File: src/rtl/nibble_serial_adder_ctrl_if.sv
// Handshake and operand/result bundle for nibble_serial_adder_ctrl.
//   master : requester side, drives start/A/B/SUB/C_in and observes the result
//   slave  : adder side, samples the request and drives busy/done/SUM/C_out/OVF
interface nibble_serial_adder_ctrl_if #(
    parameter int WIDTH = 16
);
    logic             start;
    logic [WIDTH-1:0] A;
    logic [WIDTH-1:0] B;
    logic             SUB;
    logic             C_in;
    logic             busy;
    logic             done;
    logic [WIDTH-1:0] SUM;
    logic             C_out;
    logic             OVF;

    modport master (
        output start, A, B, SUB, C_in,
        input  busy, done, SUM, C_out, OVF
    );

    modport slave (
        input  start, A, B, SUB, C_in,
        output busy, done, SUM, C_out, OVF
    );
endinterface

File: src/rtl/nibble_serial_adder_ctrl.sv
// Nibble-serial WIDTH-bit adder/subtractor built around one 4-bit ripple slice.
// Operands are captured on an accepted start, then one nibble per clock is
// added LSB first, with a registered carry linking the passes.
// Ports:
//   CLK   : rising-edge clock
//   RST_n : synchronous active-low reset
//   bus   : slave side of nibble_serial_adder_ctrl_if
//           (start/A/B/SUB/C_in in, busy/done/SUM/C_out/OVF out, all outputs registered)
module nibble_serial_adder_ctrl #(
    parameter int WIDTH = 16
) (
    input  logic                        CLK,
    input  logic                        RST_n,
    nibble_serial_adder_ctrl_if.slave   bus
);
    localparam int NIB = WIDTH / 4;
    localparam int CW  = $clog2(NIB);
    localparam logic [CW-1:0] LAST_NIB = CW'(NIB - 1);

    typedef enum logic [1:0] {
        IDLE = 2'd0,
        RUN  = 2'd1,
        DONE = 2'd2
    } state_t;

    // The shared 4-bit ripple-carry slice: returns {carry_out, sum[3:0]}.
    function automatic logic [4:0] ripple_addr_4_bit(
        input logic [3:0] x,
        input logic [3:0] y,
        input logic       cin
    );
        logic [3:0] z;
        logic       c;
        c = cin;
        for (int i = 0; i < 4; i++) begin
            z[i] = x[i] ^ y[i] ^ c;
            c    = (x[i] & y[i]) | (c & (x[i] ^ y[i]));
        end
        return {c, z};
    endfunction

    state_t           state_r;
    state_t           state_nxt_s;
    logic [CW-1:0]    cnt_r;
    logic             carry_r;
    logic [WIDTH-1:0] a_r;
    logic [WIDTH-1:0] b_r;
    logic [WIDTH-1:0] sum_r;
    logic             c_out_r;
    logic             ovf_r;
    logic             busy_r;
    logic             done_r;

    logic             accept_s;
    logic             last_s;
    logic [3:0]       x_s;
    logic [3:0]       y_s;
    logic [3:0]       z_s;
    logic             add_cout_s;
    logic             ovf_s;

    // Slice inputs: current nibble of each operand plus the linking carry.
    always_comb begin
        x_s = a_r[{cnt_r, 2'b00} +: 4];
        y_s = b_r[{cnt_r, 2'b00} +: 4];
        {add_cout_s, z_s} = ripple_addr_4_bit(x_s, y_s, carry_r);
        // Carry into the MSB recovered from the MSB sum bit of the last pass.
        ovf_s = (x_s[3] ^ y_s[3] ^ z_s[3]) ^ add_cout_s;
    end

    // Next-state logic. busy_r lags the state by one cycle, so gating on it
    // keeps a start in the done-reporting cycle from being accepted.
    always_comb begin
        state_nxt_s = state_r;
        accept_s    = 1'b0;
        last_s      = (cnt_r == LAST_NIB);
        case (state_r)
            IDLE: begin
                if (bus.start && !busy_r) begin
                    accept_s    = 1'b1;
                    state_nxt_s = RUN;
                end else begin
                    state_nxt_s = IDLE;
                end
            end
            RUN: begin
                if (last_s) begin
                    state_nxt_s = DONE;
                end else begin
                    state_nxt_s = RUN;
                end
            end
            DONE:    state_nxt_s = IDLE;
            default: state_nxt_s = IDLE;
        endcase
    end

    // State register.
    always_ff @(posedge CLK) begin
        if (!RST_n) begin
            state_r <= IDLE;
        end else begin
            state_r <= state_nxt_s;
        end
    end

    // Operand capture, nibble accumulation and registered status outputs.
    always_ff @(posedge CLK) begin
        if (!RST_n) begin
            cnt_r   <= '0;
            carry_r <= 1'b0;
            a_r     <= '0;
            b_r     <= '0;
            sum_r   <= '0;
            c_out_r <= 1'b0;
            ovf_r   <= 1'b0;
            busy_r  <= 1'b0;
            done_r  <= 1'b0;
        end else begin
            busy_r <= (state_r != IDLE);
            done_r <= (state_r == DONE);
            case (state_r)
                IDLE: begin
                    if (accept_s) begin
                        a_r     <= bus.A;
                        b_r     <= bus.SUB ? ~bus.B : bus.B;
                        carry_r <= bus.SUB ? 1'b1 : bus.C_in;
                        cnt_r   <= '0;
                    end
                end
                RUN: begin
                    sum_r[{cnt_r, 2'b00} +: 4] <= z_s;
                    carry_r                    <= add_cout_s;
                    if (last_s) begin
                        c_out_r <= add_cout_s;
                        ovf_r   <= ovf_s;
                    end else begin
                        cnt_r <= cnt_r + 1'b1;
                    end
                end
                default: begin
                end
            endcase
        end
    end

    assign bus.busy  = busy_r;
    assign bus.done  = done_r;
    assign bus.SUM   = sum_r;
    assign bus.C_out = c_out_r;
    assign bus.OVF   = ovf_r;
endmodule

File: src/flat_wrapper.sv
// flat-port wrapper written by rule: the top's interface ports become plain ports
module nibble_serial_adder_ctrl_flat 
#(
    parameter int WIDTH = 16
)
  (CLK, RST_n, bus_start, bus_A, bus_B, bus_SUB, bus_C_in, bus_busy, bus_done, bus_SUM, bus_C_out, bus_OVF);
  nibble_serial_adder_ctrl_if #(.WIDTH(WIDTH)) bus_i ();
  input  logic CLK;
  input  logic RST_n;
  input wire logic [$bits(bus_i.start)-1:0] bus_start;
  input wire logic [$bits(bus_i.A)-1:0] bus_A;
  input wire logic [$bits(bus_i.B)-1:0] bus_B;
  input wire logic [$bits(bus_i.SUB)-1:0] bus_SUB;
  input wire logic [$bits(bus_i.C_in)-1:0] bus_C_in;
  output wire logic [$bits(bus_i.busy)-1:0] bus_busy;
  output wire logic [$bits(bus_i.done)-1:0] bus_done;
  output wire logic [$bits(bus_i.SUM)-1:0] bus_SUM;
  output wire logic [$bits(bus_i.C_out)-1:0] bus_C_out;
  output wire logic [$bits(bus_i.OVF)-1:0] bus_OVF;
  assign bus_i.start = bus_start;
  assign bus_i.A = bus_A;
  assign bus_i.B = bus_B;
  assign bus_i.SUB = bus_SUB;
  assign bus_i.C_in = bus_C_in;
  assign bus_busy = bus_i.busy;
  assign bus_done = bus_i.done;
  assign bus_SUM = bus_i.SUM;
  assign bus_C_out = bus_i.C_out;
  assign bus_OVF = bus_i.OVF;
  nibble_serial_adder_ctrl #(.WIDTH(WIDTH)) u_core (.CLK(CLK), .RST_n(RST_n), .bus(bus_i));
endmodule
File: config.mk
export PLATFORM = sky130hd
export DESIGN_NAME = nibble_serial_adder_ctrl_flat
export DESIGN_NICKNAME = d
export VERILOG_FILES = /design/src/rtl/nibble_serial_adder_ctrl_if.sv /design/src/rtl/nibble_serial_adder_ctrl.sv /design/src/flat_wrapper.sv
export SDC_FILE = /design/constraint.sdc
export NUM_CORES = 1
export LEC_CHECK = 0
export CORE_ASPECT_RATIO = 0.8
export CORE_MARGIN = 2
export CORE_UTILIZATION = 49
export DETAILED_ROUTE_END_ITERATION = 16
export PLACE_DENSITY = 0.86
export SYNTH_ARGS = -nofsm -noshare
export SYNTH_HDL_FRONTEND = slang
export SYNTH_SLANG_ARGS = --single-unit
File: constraint.sdc
create_clock -name CLK -period 8.47 [get_ports CLK]
set_input_delay 1.694 -clock CLK [delete_from_list [all_inputs] [get_ports CLK]]
set_output_delay 1.694 -clock CLK [all_outputs]
set_load 0.005 [all_outputs]
* Word-level counts from Yosys, hierarchy flattened
Cells that the tools add are included.
** Storage, ports and cells
- Flip-flop bits (word level) :: 57
- Bits of input ports :: 37
- Output and inout bits :: 20
- Word-level logic and storage cells :: 66
** Cells by class
- Add/subtract/negate cells :: 2
- Equality and inequality tests :: 5
- Shifts and indexed selects :: 4
- Mux-type cells :: 13
- Bitwise operators :: 23
- Reduce and logical (&&, ||, !) cells :: 9
** Operators by type and width (number)
- $shiftx 16x5->4 :: 2
- $bwmux 16 :: 1
- $mux 16 :: 1
- $not 16->16 :: 1
- $shift 4x6->16 const A :: 1
- $shiftx 4x6->16 :: 1
- $xor 1x1->1 :: 10
- $and 1x1->1 :: 8
- $pmux 2 s2 :: 2
- $mux 2 :: 3
- $neg 4->6 :: 1
- $reduce_and 2->1 :: 3
- $mux 1 :: 5
- $eq 2x2->1 const B :: 2
- $or 1x1->1 :: 4
- $reduce_bool 2->1 :: 2
- $reduce_and 3->1 :: 1
- $add 2x1->2 const B :: 1
- $eq 2x1->1 const B :: 1
- $logic_not 2->1 :: 1
- $ne 2x1->1 const B :: 1
- $ne 2x2->1 const B :: 1
- $pmux 1 s2 :: 1
- $logic_and 1x1->1 :: 1
- $logic_not 1->1 :: 1

* Longest topological paths before layout
Gate-level depths: netlist (run 1).
- Depth in word-level cells :: 11
- Mapped depth :: 12
- Depth with buffers taken out :: 10

* Least setup slack after synthesis (run 1)
OpenSTA, ideal clock, no wires.
- Path kind :: flip-flop to flip-flop
- From :: reg u_core.cnt_r[0]
- To :: reg u_core.ovf_r (netlist: u_core.bus.OVF)
- Library setup time :: 0.087 ns
- Data arrival time :: 3.067 ns
- Required time :: 8.383 ns
- Setup slack :: 5.316 ns
- Stages on the path, launching flop included :: 13
- Buffers on the path :: 2
- Period minus slack after synthesis :: 3.154 ns
- Cell sequence :: dfxtp_1 buf_4 buf_2 mux4_2 fa_1 inv_1 fa_1 fa_1 inv_1 fa_1 xor2_1 xnor2_1 o31ai_1
** On the way
- Cells in the longest elaborated chain, start to end :: 11
- Elaborated cells between the ends (all ways) :: 23
- Classes of those cells :: eq/ne (1); shift (2); bitwise (19); reduce/logical (1)
** RTL lines
- from (decl) :: RTL line nibble_serial_adder_ctrl.sv:44 : logic [CW-1:0] cnt_r;
- from (signal assigned) :: RTL line nibble_serial_adder_ctrl.sv:138 : cnt_r <= cnt_r + 1'b1;
- $shiftx 16x5->4, on equally long branches :: RTL line nibble_serial_adder_ctrl.sv:64, nibble_serial_adder_ctrl.sv:65
- $xor 1x1->1 :: RTL line nibble_serial_adder_ctrl.sv:37 : c = (x[i] & y[i]) | (c & (x[i] ^ y[i]));
- $and 1x1->1 :: RTL line nibble_serial_adder_ctrl.sv:37
- $or 1x1->1 :: RTL line nibble_serial_adder_ctrl.sv:37
- $and 1x1->1 :: RTL line nibble_serial_adder_ctrl.sv:37
- $or 1x1->1 :: RTL line nibble_serial_adder_ctrl.sv:37
- $and 1x1->1 :: RTL line nibble_serial_adder_ctrl.sv:37
- $or 1x1->1 :: RTL line nibble_serial_adder_ctrl.sv:37
- $xor 1x1->1 / $and 1x1->1 (equally long branches) :: RTL line nibble_serial_adder_ctrl.sv:36, nibble_serial_adder_ctrl.sv:37
- $xor 1x1->1 / $or 1x1->1 (equally long branches) :: RTL line nibble_serial_adder_ctrl.sv:68, nibble_serial_adder_ctrl.sv:37
- $xor 1x1->1 :: RTL line nibble_serial_adder_ctrl.sv:68 : ovf_s = (x_s[3] ^ y_s[3] ^ z_s[3]) ^ add_cout_s;
- to (signal assigned) :: RTL line nibble_serial_adder_ctrl.sv:136 : ovf_r <= ovf_s;
- to (decl) :: RTL line nibble_serial_adder_ctrl.sv:50 : logic ovf_r;
Several ways; a longest one is shown, not always the timed one.
A chain may end at the register's enable or synchronous reset.

* Final worst setup path (run 1)
Same ends and word-level chain as after synthesis.

==> results of run 1 <==
## power groups by stage
stage	Clock (mW)	Sequential (mW)	Combinational, mW
global route	0.278	0.301	0.121
detailed placement	0	0.304	0.108
global placement	0	0.303	0.105
finish	0.260	0.298	0.108
floorplan	0	0.296	0.0788
CTS	0.266	0.298	0.109
## state kept, by name, indices dropped and copies added (netlist names)
register          flops
u_core.bus.SUM       16
u_core.carry_r        1
u_core.bus.C_out      1
u_core.state_r        2
u_core.a_r           16
u_core.b_r           16
u_core.bus.done       1
u_core.bus.busy       1
u_core.cnt_r          2
u_core.bus.OVF        1
## cells by family (layout without fill, tap and decap cells)
group | count (synthesis) | after routing | synth area share (%)
multiplexers | 8 | 8 | 6.76
buffers and inverters | 28 | 82 | 4.93
adder cells (fa/ha/maj) | 11 | 11 | 6.29
XOR/XNOR | 18 | 18 | 5.92
AND/OR/NAND/NOR | 112 | 112 | 20.9
AO/OA/AOI/OAI | 54 | 54 | 12.4
flip-flops | 57 | 57 | 42.8
## worst max path at each step
stage / startpoint / endpoint / slack, ps / cells after the start
finish: u_core.cnt_r[0] / u_core.bus.OVF / 4930 / 10
CTS: u_core.cnt_r[0] / u_core.bus.OVF / 4890 / 10
detailed placement: u_core.cnt_r[0] / u_core.bus.OVF / 4910 / 10
global route: u_core.cnt_r[0] / u_core.bus.OVF / 4640 / 10
global placement: bus_start / u_core.cnt_r[0] / 4940 / 4
floorplan: u_core.cnt_r[0] / u_core.bus.OVF / 5320 / 12
## final cells by class
type                            count  area share (%)
Clock inverter                      2            1.02
Inverter                            9           0.985
Timing Repair Buffer               57            16.6
Clock buffer                       14            5.03
Tap cell                           62            2.26
Multi-Input combinational cell    203            40.9
Sequential cell                    57            33.3
## worst min-delay path, delay by kind of cell (launching register included)
kind	cells	cell delay [ps]
simple gates	1	50
flops	1	300
compound gates	1	50
## routing by layer
| metal | vias up | track usage [%] | wire length, um |
|---|---|---|---|
| li1 | 1088 | - | - |
| met1 | 1016 | 24.5 | 2510 |
| met2 | 66 | 33.8 | 2760 |
| met3 | 8 | 8.51 | 340 |
| met4 | 0 | 6.60 | 70 |
| met5 | - | 0 | 0 |
## cells in the final DEF, fill, tap and decap left out, types with 2 or more instances in the layout
cell type,instances
clkbuf_1,2
xnor2_1,17
and3b_1,4
nor3b_1,3
a211oi_1,16
or3_1,2
mux4_2,8
clkbuf_8,12
clkdlybuf4s50_1,56
nand4_1,2
inv_1,8
dfxtp_1,57
fa_1,4
a21oi_1,34
ha_1,7
nor2_1,22
nand2_1,50
nand3_1,10
nand3b_1,13
## per-stage QoR
stage	util (%)	area [um2]
CTS	67.0	3430
global route	67.0	3430
detailed placement	62.9	3220
finish	67.0	3430
floorplan	-	2670
global placement	62.9	3220
==> flow_metrics.tcl, run 1 <==
set metrics [dict create \
    outcome "completed" \
    slew_viol_final 0 \
    yosysMostFrequentCell "dfxtp_1" \
    layout-drive-gt1-share_pct 8.19 \
    crit_family "adder cells" \
    whs_ps 447 \
    synth_area_um2 2670 \
    firstDrtPassIters 4 \
    synth_top_cell_by_area "dfxtp_1" \
    fp.dieH_um 70.0 \
    place_congestion 0.794 \
    diodes 0 \
    synth_edf_count 0 \
    endpoint_kind "flop" \
    p_leak_nw 1.22 \
    ys_seq_elements 57 \
    netlist_instances 288 \
    hp-class "reg2reg" \
    dr_total_vias 2178 \
    clkTransAtPathRegs_ps 60 \
    finClkSkew_ps 4.73 \
    synth_flop_cell "dfxtp_1" \
    dp_hpwl_um 3980 \
    die_area_um2 6050 \
    clkPwrFrac_pct 39.1 \
    antenna_found_initial 0 \
    placementRows 23 \
    startpoint_type "flop" \
    drv_cap 0 \
    r2r-end "u_core.bus.OVF" \
    ys_types 33 \
    setup_viol 0 \
    multi_input_area_um2 1400 \
    drtAntennaViolNets 0 \
    nets 385 \
    via_per_inst 5.39 \
    hold_viol_final 0 \
    ctsResizeCount 0 \
    cp_data_required_time_ps 8660 \
    die_w_um 86.5 \
    min-delay-start "u_core.bus.SUM[5]" \
    stdcell_count 404 \
    start_util_pct 52.0 \
    grt.total_usage_pct 20.6 \
    clk_latency_ps 340 \
    ctsLongestPathBuffers 2 \
    yosysTopAreaCellShare_pct 42.8 \
    port_buffers 56 \
    cts_tree "done" \
    crit_chain "mux4_2, fa_1, inv_1, fa_1, fa_1, inv_1, fa_1, xor2_1, xnor2_1, o31ai_1" \
    clock-sinks 57 \
    power_density_nw_per_um2 194 \
    place_inst 388 \
    holdPathStages 2 \
    tightest_slew_ps 930 \
    drc 0 \
    worst-path-max-fanout 19 \
    period_needed_ps 3540 \
    path_class "reg2reg" \
    fmax_mhz 282 \
    vdd_ir_drop_max_v 0.0000992 \
    power_frac_seq_pct 44.8 \
    setup_slack_ps 4930 \
    ff2ff_path_depth 10 \
    pwr-share-comb_pct 16.2 \
    swShare_pct 25.0 \
    yosysWarnings 0 \
    core-area_um2 5120 \
    drt-total-wl_um 5670 \
    grt_max_degree 56 \
    worstPathArrival_ps 3730 \
    grt_pass1_vias 2118 \
    worst_hold_path.endpoint "u_core.bus.SUM[5]" \
    rsz0062_at_grt "false" \
    synth_fp_nets 336 \
    synth_area_leaders "dfxtp_1 43%, nand2_1 7.0%, mux4_2 6.8%" \
    internal-power_mw 0.500 \
    r2r_slack_ps 4930 \
    avgSynthCellArea_um2 9.25 \
    ctsHoldBuffers 0 \
    r2r-start "u_core.cnt_r[0]" \
    drt-initial-drc-count 81 \
    wl_per_cell_um 14.0 \
    synth-async-reset-ratio_pct 0 \
    gr-total-overflow 0 \
    max_stage_delay_ps 880 \
    seq_area_um2 1140 \
    cts_buffers 9 \
    ios 57 \
    root_buffer "clkbuf_8" \
    max-slew-margin-rel_pct 37.9 \
    critPathSlowestCell "dfxtp_1" \
    cp_common_cell "fa_1" \
    dp_slack_ps 4910 \
    critical_path_buf_inv_count 2 \
    grt_pass1_wl_um 9630 \
    fillCellCount 434 \
    synth_top_cells_by_count "57 x dfxtp_1, 50 x nand2_1, 34 x a21oi_1" \
    p_sw_mw 0.166 \
    finalSetupTns_ps 0 \
    cts_setup_buffers 0 \
    yosysSeqAreaShare_pct 42.8 \
    period_share_pct 41.8 \
    htreeDepth 3 \
    syn2layout_area_growth_pct 28.7 \
    power_mw 0.666 \
]
(Power assumes the default switching activity.)
==> run 2: changes to the inputs <==
Settings changed: CORE_UTILIZATION 49 to 46, PLACE_DENSITY 0.86 to 0.85.
Clock period 8.47 ns to 2.9 ns, I/O delays scaled along.
==> flow_metrics.tcl, run 2 (same netlist as run 1, synthesis figures left out) <==
set metrics [dict create \
    period_needed_ps 2790 \
    vdd_ir_drop_max_v 0.000250 \
    clkPwrFrac_pct 33.3 \
    drtAntennaViolNets 0 \
    fillCellCount 466 \
    multi_input_area_um2 1410 \
    dr_total_vias 2161 \
    port_buffers 56 \
    start_util_pct 48.2 \
    layout-drive-gt1-share_pct 11.1 \
    max_stage_delay_ps 440 \
    rsz0062_at_grt "true" \
    drt-total-wl_um 5640 \
    cts_buffers 9 \
    final_cell_mix "56 x clkdlybuf4s50_1, 56 x dfxtp_1, 50 x nand2_1, 34 x a21oi_1, 22 x nor2_1" \
    finClkSkew_ps 5.31 \
    ctsResizeCount 0 \
    endpoint_kind "flop" \
    drt-initial-drc-count 113 \
    fp.dieH_um 72.1 \
    setup_viol 0 \
    p_leak_nw 1.24 \
    root_buffer "clkbuf_8" \
    via_per_inst 5.05 \
    pwr-share-comb_pct 19.2 \
    grt_max_degree 50 \
    clk_latency_ps 340 \
    seq_area_um2 1140 \
    power_frac_seq_pct 47.6 \
    tightest_slew_ps 474 \
    place_congestion 0.833 \
    critPathSlowestCell "fa_1" \
    grt.total_usage_pct 19.3 \
    startpoint_type "flop" \
    syn2layout_area_growth_pct 30.5 \
    swShare_pct 27.5 \
    internal-power_mw 1.32 \
    worst-path-max-fanout 11 \
    core-area_um2 5530 \
    hold_viol_final 0 \
    ctsHoldBuffers 0 \
    grt_pass1_vias 2077 \
    die_area_um2 6420 \
    fin_util_pct 63.0 \
    drc 0 \
    setup_slack_ps 108 \
    dp_slack_ps 114 \
    slew_viol_final 0 \
    cp_data_required_time_ps 3150 \
    clock-sinks 57 \
    wl_per_cell_um 13.2 \
    clkTransAtPathRegs_ps 60 \
    outcome "completed" \
    nets 393 \
    grt_pass1_wl_um 9430 \
    crit_family "adder cells" \
    cts_tree "done" \
    ctsLongestPathBuffers 2 \
    htreeDepth 3 \
    place_inst 412 \
    gr-total-overflow 0 \
    firstDrtPassIters 4 \
    period_share_pct 96.3 \
    fmax_mhz 358 \
    dp_hpwl_um 4150 \
    antenna_found_initial 0 \
    max-slew-margin-rel_pct 68.4 \
    placementRows 24 \
    cts_setup_buffers 0 \
    worstPathArrival_ps 3040 \
    die_w_um 89.1 \
    crit_chain "buf_4, mux4_2, inv_1, fa_2, fa_1, inv_1, fa_1, xor2_1, xnor2_1, o31ai_1" \
    stdcell_count 428 \
    power_density_nw_per_um2 522 \
    critical_path_buf_inv_count 3 \
    ios 57 \
    p_sw_mw 0.499 \
    hp-class "reg2reg" \
    path_class "reg2reg" \
    diodes 0 \
    drv_cap 0 \
]
-- run 2: routing by layer --
metal / part of all wire [%] / track usage, % / vias to the layer above
met5: 0 / 0 / -
met4: 1.7 / 7.13 / 0
met3: 5.4 / 6.83 / 8
met2: 45 / 30.1 / 62
met1: 48 / 24.7 / 984
li1: - / - / 1107
-- run 2: area by class of cell --
cell class | instances | share of cell area [%]
clock buffers | 12 | 3.88
multi-input cells | 203 | 40.4
clock inverters | 4 | 0.576
well taps | 78 | 2.81
flip-flops and latches | 57 | 32.9
repair buffers | 65 | 18.4
inverters | 9 | 0.971
-- run 2: path summary, 6_finish.rpt --
path / start / to / slack, ps / cells after the start
max: u_core.cnt_r[0] / u_core.bus.OVF / 110 / 10
min: u_core.bus.SUM[12] / u_core.bus.SUM[12] / 450 / 2
max reg2reg: u_core.cnt_r[0] / u_core.bus.OVF / 110 / 10
min reg2reg: u_core.bus.SUM[12] / u_core.bus.SUM[12] / 450 / 2
-- run 2: per-stage QoR --
step	total power, mW	TNS [ps]	instance area, um2	hold slack [ps]
2_1_floorplan	1.10	-93.8	2680	433
3_3_place_gp	1.22	0	3320	439
3_5_place_dp	1.23	0	3320	443
4_1_cts	1.83	0	3480	451
5_1_grt	1.90	-8.58	3480	472
6_report	1.81	0	3480	449
-- run 2: worst min-delay path: stages (launching register included) --
cell and delay (ps):
dfxtp_1 310, nand2_1 50, a21oi_1 50
-- run 2: power groups by stage --
stage	clock network, mW	logic, mW	registers (mW)
2_1_floorplan	0	0.234	0.867
4_1_cts	0.615	0.349	0.863
5_1_grt	0.648	0.382	0.868
3_5_place_dp	0	0.346	0.880
6_report	0.604	0.348	0.863
3_3_place_gp	0	0.338	0.879
==> run 3: changes to the inputs <==
Settings changed: SLEW_MARGIN set to 20.
==> results of run 3 <==
No change in the layout: final DEF, timing and power equal those of run 2.
